`src/rtl/mem_dma.sv`:
```
// rtl/mem_dma.sv - single-channel block copy/fill initiator on the CPU data memory port
// Outputs decode from registered state only; no combinational start-to-memory path.
module mem_dma #(
  parameter int DATA_PATH_WIDTH = 8,
  parameter int ADDR_WIDTH      = 8
) (
  input  logic                       clk,
  input  logic                       rst,
  input  logic                       start,
  input  logic                       mode,
  input  logic [ADDR_WIDTH-1:0]      src_addr,
  input  logic [ADDR_WIDTH-1:0]      dst_addr,
  input  logic [ADDR_WIDTH:0]        len,
  input  logic [DATA_PATH_WIDTH-1:0] fill_value,
  output logic                       busy,
  output logic                       done,
  output logic                       mem_wen,
  output logic [ADDR_WIDTH-1:0]      mem_addr,
  output logic [DATA_PATH_WIDTH-1:0] mem_wdata,
  input  logic [DATA_PATH_WIDTH-1:0] mem_rdata
);

  typedef enum logic [1:0] {IDLE, READ, WRITE, DONE} state_t;

  state_t                     state, state_nxt;
  logic [ADDR_WIDTH-1:0]      src_ptr;
  logic [ADDR_WIDTH-1:0]      dst_ptr;
  logic [ADDR_WIDTH:0]        count;
  logic [DATA_PATH_WIDTH-1:0] data_buf;
  logic [DATA_PATH_WIDTH-1:0] fill_word;
  logic                       fill_mode;

  always_ff @(posedge clk or posedge rst) begin
    if (rst) begin
      state     <= IDLE;
      src_ptr   <= '0;
      dst_ptr   <= '0;
      count     <= '0;
      data_buf  <= '0;
      fill_word <= '0;
      fill_mode <= 1'b0;
    end else begin
      state <= state_nxt;
      case (state)
        IDLE: begin
          if (start) begin
            src_ptr   <= src_addr;
            dst_ptr   <= dst_addr;
            count     <= len;
            fill_word <= fill_value;
            fill_mode <= mode;
          end
        end
        READ: begin
          data_buf <= mem_rdata;
          src_ptr  <= src_ptr + ADDR_WIDTH'(1);
        end
        WRITE: begin
          dst_ptr <= dst_ptr + ADDR_WIDTH'(1);
          count   <= count - (ADDR_WIDTH + 1)'(1);
        end
        default: ;
      endcase
    end
  end

  always_comb begin
    state_nxt = state;
    case (state)
      IDLE: begin
        if (start) begin
          if (len == '0)  state_nxt = DONE;
          else if (mode)  state_nxt = WRITE;
          else            state_nxt = READ;
        end
      end
      READ:  state_nxt = WRITE;
      WRITE: begin
        // count still holds the pre-decrement value here
        if (count == (ADDR_WIDTH + 1)'(1)) state_nxt = DONE;
        else if (!fill_mode)               state_nxt = READ;
        else                               state_nxt = WRITE;
      end
      DONE:    state_nxt = IDLE;
      default: state_nxt = IDLE;
    endcase
  end

  always_comb begin
    busy      = (state != IDLE);
    done      = 1'b0;
    mem_wen   = 1'b0;
    mem_addr  = '0;
    mem_wdata = '0;
    case (state)
      READ: mem_addr = src_ptr;
      WRITE: begin
        mem_wen   = 1'b1;
        mem_addr  = dst_ptr;
        mem_wdata = fill_mode ? fill_word : data_buf;
      end
      DONE: done = 1'b1;
      default: ;
    endcase
  end

endmodule
```
`config.mk`:
```
export PLATFORM = sky130hd
export DESIGN_NAME = mem_dma
export DESIGN_NICKNAME = d
export VERILOG_FILES = /design/src/rtl/mem_dma.sv
export SDC_FILE = /design/constraint.sdc
export NUM_CORES = 1
export LEC_CHECK = 0
export ABC_AREA = 1
export CAP_MARGIN = 0
export CORE_MARGIN = 5
export CORE_UTILIZATION = 54
export CTS_CLUSTER_SIZE = 25
export DETAILED_ROUTE_END_ITERATION = 12
export PLACE_DENSITY = 0.86
export RECOVER_POWER = 50
export SLEW_MARGIN = 15
export SYNTH_ARGS = -nofsm -noshare
export SYNTH_HDL_FRONTEND = slang
export SYNTH_SLANG_ARGS = --single-unit
```
`constraint.sdc`:
```
create_clock -name clk -period 5.75 [get_ports clk]
set_clock_uncertainty 0.1 [all_clocks]
set_input_delay 1.725 -clock clk [delete_from_list [all_inputs] [get_ports clk]]
set_output_delay 1.725 -clock clk [all_outputs]
set_load 0.03 [all_outputs]
```
==> summary.md <==
| Metric | Value |
|---|---|
| Top post-synthesis cells by count | `nand2_1, dfrtp_1, nor2_1` |
| Residual antenna-violating net count after detailed routing | `0` |
| Die width | `about 81 um` |
| CTS Buffer Depth | `2` |
| CTS sink cnt | `44` |
| Synthesized instance count | `around 400` |
| Initial antenna violation count | `0` |
| First-pass DRT Iterations | `4` |
| Core area | `around 0.0048 sq mm` |
| Crit path time final | `4430 ps` |
| Area Growth Syn to Fin | `27.2%` |
| Max Slew Vio Count | `45` |
| Detailed placement HPWL | `between 4000 and 5000 um` |
| Ant diodes | `0` |
| Nets | `just over 500` |
| Hold_sp | `fill_word[3]$_DFFE_PP0P_` |
| Worst Hold End | `fill_word[3]$_DFFE_PP0P_` |
| Period utilization | `between 70 and 80%` |
| H-tree depth | `2` |
| Mapped cell area | `0.00271 sq mm` |
| Hold_buf cts | `0` |
| Via count | `~2700` |
| Synth warn | `0` |
| R2R depth | `10` |
| Post-CTS Setup Bufs | `0` |
| Hold path depth | `2` |
| Total congestion overflow | `0` |
| Reg2reg setup slack | `around 3100 ps` |
| Post-DP Area | `between 0.003 and 0.004 sq mm` |
| Die area | `0.00654 sq mm` |
| Largest net degree at the start of global routing | `45` |
| Synth unique cells | `31` |
| DRC Markers | `0` |
| Worst-case vdd ir drop | `approximately 0.27 mV` |
| Row cnt | `25` |
| WHS | `around 380 ps` |
| Relative slew slack | `-54.6%` |
| Synthesized area per cell | `about 7 sq um` |
| Largest area contributor in the netlist | `dfrtp_1` |
| Root Driver | `clkbuf_8` |
| Critical path arrival | `2610 ps` |
| Boundary Pins | `64` |
| Maximum clock rate | `~0.23 GHz` |
| Setup slack after layout | `roughly 1300 ps` |
| Startpoint Class | `flip-flop` |
| Sequential element share of the synthesized area | `40.6%` |
| Post-synth EDFFs | `0` |
| Post-CTS resize count | `0` |
| R2R Path Start | `state[0]$_DFFE_PP0P_` |
| Ys flop type | `dfrtp_1` |
| Max Cap Viol | `1` |
| Final setup fails | `0` |
| Crit Path Class | `flip-flop to output pin` |
| Fin. Hold Viols | `0` |
| Setup tns final | `0 ps` |
| Setup slack at placement | `1270 ps` |
| Layout cells sized above 1 | `approximately 4.2%` |
| Critical Path Sink Type | `output pin` |
| Outcome | `complete, but fails checks` |
| Top cell type's share of synthesized area | `between 40% and 50%` |
| Worst-skew pair later-pin latency | `290 ps` |
| Via density per instance | `5.18` |
| Die Height | `~81 um` |
| Worst-margin pin slew | `about 2300 ps` |
| Async SR Flop Fraction | `100%` |
| Final core utilization | `between 70 and 80%` |
| Global-route wire length before repair | `between 10000 and 15000 um` |
| CTS tree | `built` |
| Worst-path clk slew | `80 ps` |
| CTS buffer count | `5` |
| Pleak | `roughly 0.0017 uW` |
| Hold WC Path Type | `flip-flop to flip-flop` |
| Drt total wl | `6820 um` |
| Overall global routing resource usage | `a little over a fifth` |
| Drt wl/cell | `between 10 and 15 um` |
| Vias in the first global route | `2550` |
| Unrepaired setup endpoints after global routing | `false` |
| Starting density of the core | `a little under three fifths` |
| GPL Wtd Cong | `0.814` |
| Mapped Nets | `451` |
| Pwr Density | `between 500 and 600 mW/mm^2` |
| # fillers | `between 400 and 500` |
| Most numerous cell in the Yosys netlist | `nand2_1` |
| Main area contributors after synthesis | `dfrtp_1, nand2_1, nor2_1` |
| #FFs+latches synth | `44` |
| Worst r2r dst | `count[7]$_DFFE_PP0P_` |
| Post-Layout Inst Area | `approximately 0.0034 sq mm` |
| Crit path required time | `~4000 ps` |
| Starting DRT DRC Count | `approximately 120` |
| Crit path max fanout | `26` |
| PortBufs | `63` |
| Failing checks | `max-capacitance violations, max-slew violations` |
## sequential cells by signal (all words and copies together), names as in the netlist
| register | flops |
|---|---|
| data_buf | 8 |
| dst_ptr | 8 |
| fill_mode | 1 |
| count | 9 |
| src_ptr | 8 |
| state | 2 |
| fill_word | 8 |
## through the flow
step / std cells / power [uW]
2_1_floorplan: 398 / 1370
5_1_grt: 522 / 2080
4_1_cts: 522 / 1920
3_5_place_dp: 514 / 1670
3_3_place_gp: 514 / 1630
6_report: 522 / 1910
## worst max path at each step
stage / startpoint / to / slack (ps) / cells past startpoint
final: state[1]$_DFFE_PP0P_ / mem_addr[0] / 1320 / 5
after global routing: rst / state[0]$_DFFE_PP0P_ / 990 / 3
after CTS: state[0]$_DFFE_PP0P_ / mem_wdata[1] / 890 / 5
after detailed placement: state[0]$_DFFE_PP0P_ / mem_wdata[1] / 1270 / 5
after global placement: state[0]$_DFFE_PP0P_ / mem_addr[7] / 1410 / 5
after floorplan: state[0]$_DFFE_PP0P_ / mem_addr[7] / 2080 / 6
## cells by family (layout without fill, tap and decap cells)
group | after synthesis | after routing | share of synthesized area, %
AO/OA/AOI/OAI | 68 | 68 | 13.5
buffers and inverters | 54 | 111 | 8.81
AND/OR/NAND/NOR | 223 | 223 | 33.1
XOR/XNOR | 1 | 1 | 0.323
flip-flops | 44 | 44 | 40.6
adder cells (fa/ha/maj) | 8 | 8 | 3.69
## layer usage
metal | vias up | track usage (%) | share of wire [%]
met4 | 0 | 5.57 | 1.2
met1 | 1233 | 27.1 | 44
met2 | 97 | 38.2 | 48
met5 | - | 0 | 0
li1 | 1363 | - | -
met3 | 10 | 5.54 | 6.8
## layout by cell type (no fill, tap or decap), types with 5 or more instances in the layout
| master | count |
|---|---|
| dfrtp_1 | 44 |
| clkdlybuf4s50_1 | 62 |
| nand2_1 | 151 |
| o21ai_0 | 29 |
| o21ai_1 | 13 |
| nand3_1 | 19 |
| clkbuf_8 | 5 |
| a21oi_1 | 16 |
| nor2_1 | 42 |
| inv_1 | 33 |
| ha_1 | 7 |
## critical path, stage by stage, from the launching register on
cell             delay, ps
dfrtp_1                420
inv_1                   90
ha_1                   730
nand2_1                170
a21oi_1                210
clkdlybuf4s50_1        690
## final cells by class
| cell class | instances | area [sq um] | area share (%) |
|---|---|---|---|
| Clock buffer | 6 | 72.6 | 2.10 |
| Clock inverter | 2 | 35.0 | 1.02 |
| Sequential cell | 44 | 1100 | 31.9 |
| Tap cell | 67 | 83.8 | 2.43 |
| Timing Repair Buffer | 64 | 634 | 18.4 |
| Inverter | 39 | 149 | 4.32 |
| Multi-Input combinational cell | 300 | 1370 | 39.8 |
## where the power goes
group          internal, uW  switching (uW)  leakage (uW)
combinational           383             703       0.00110
clock                   129             104     0.0000552
sequential              465             125      0.000533
No activity file was read; power rests on OpenSTA's default activity.
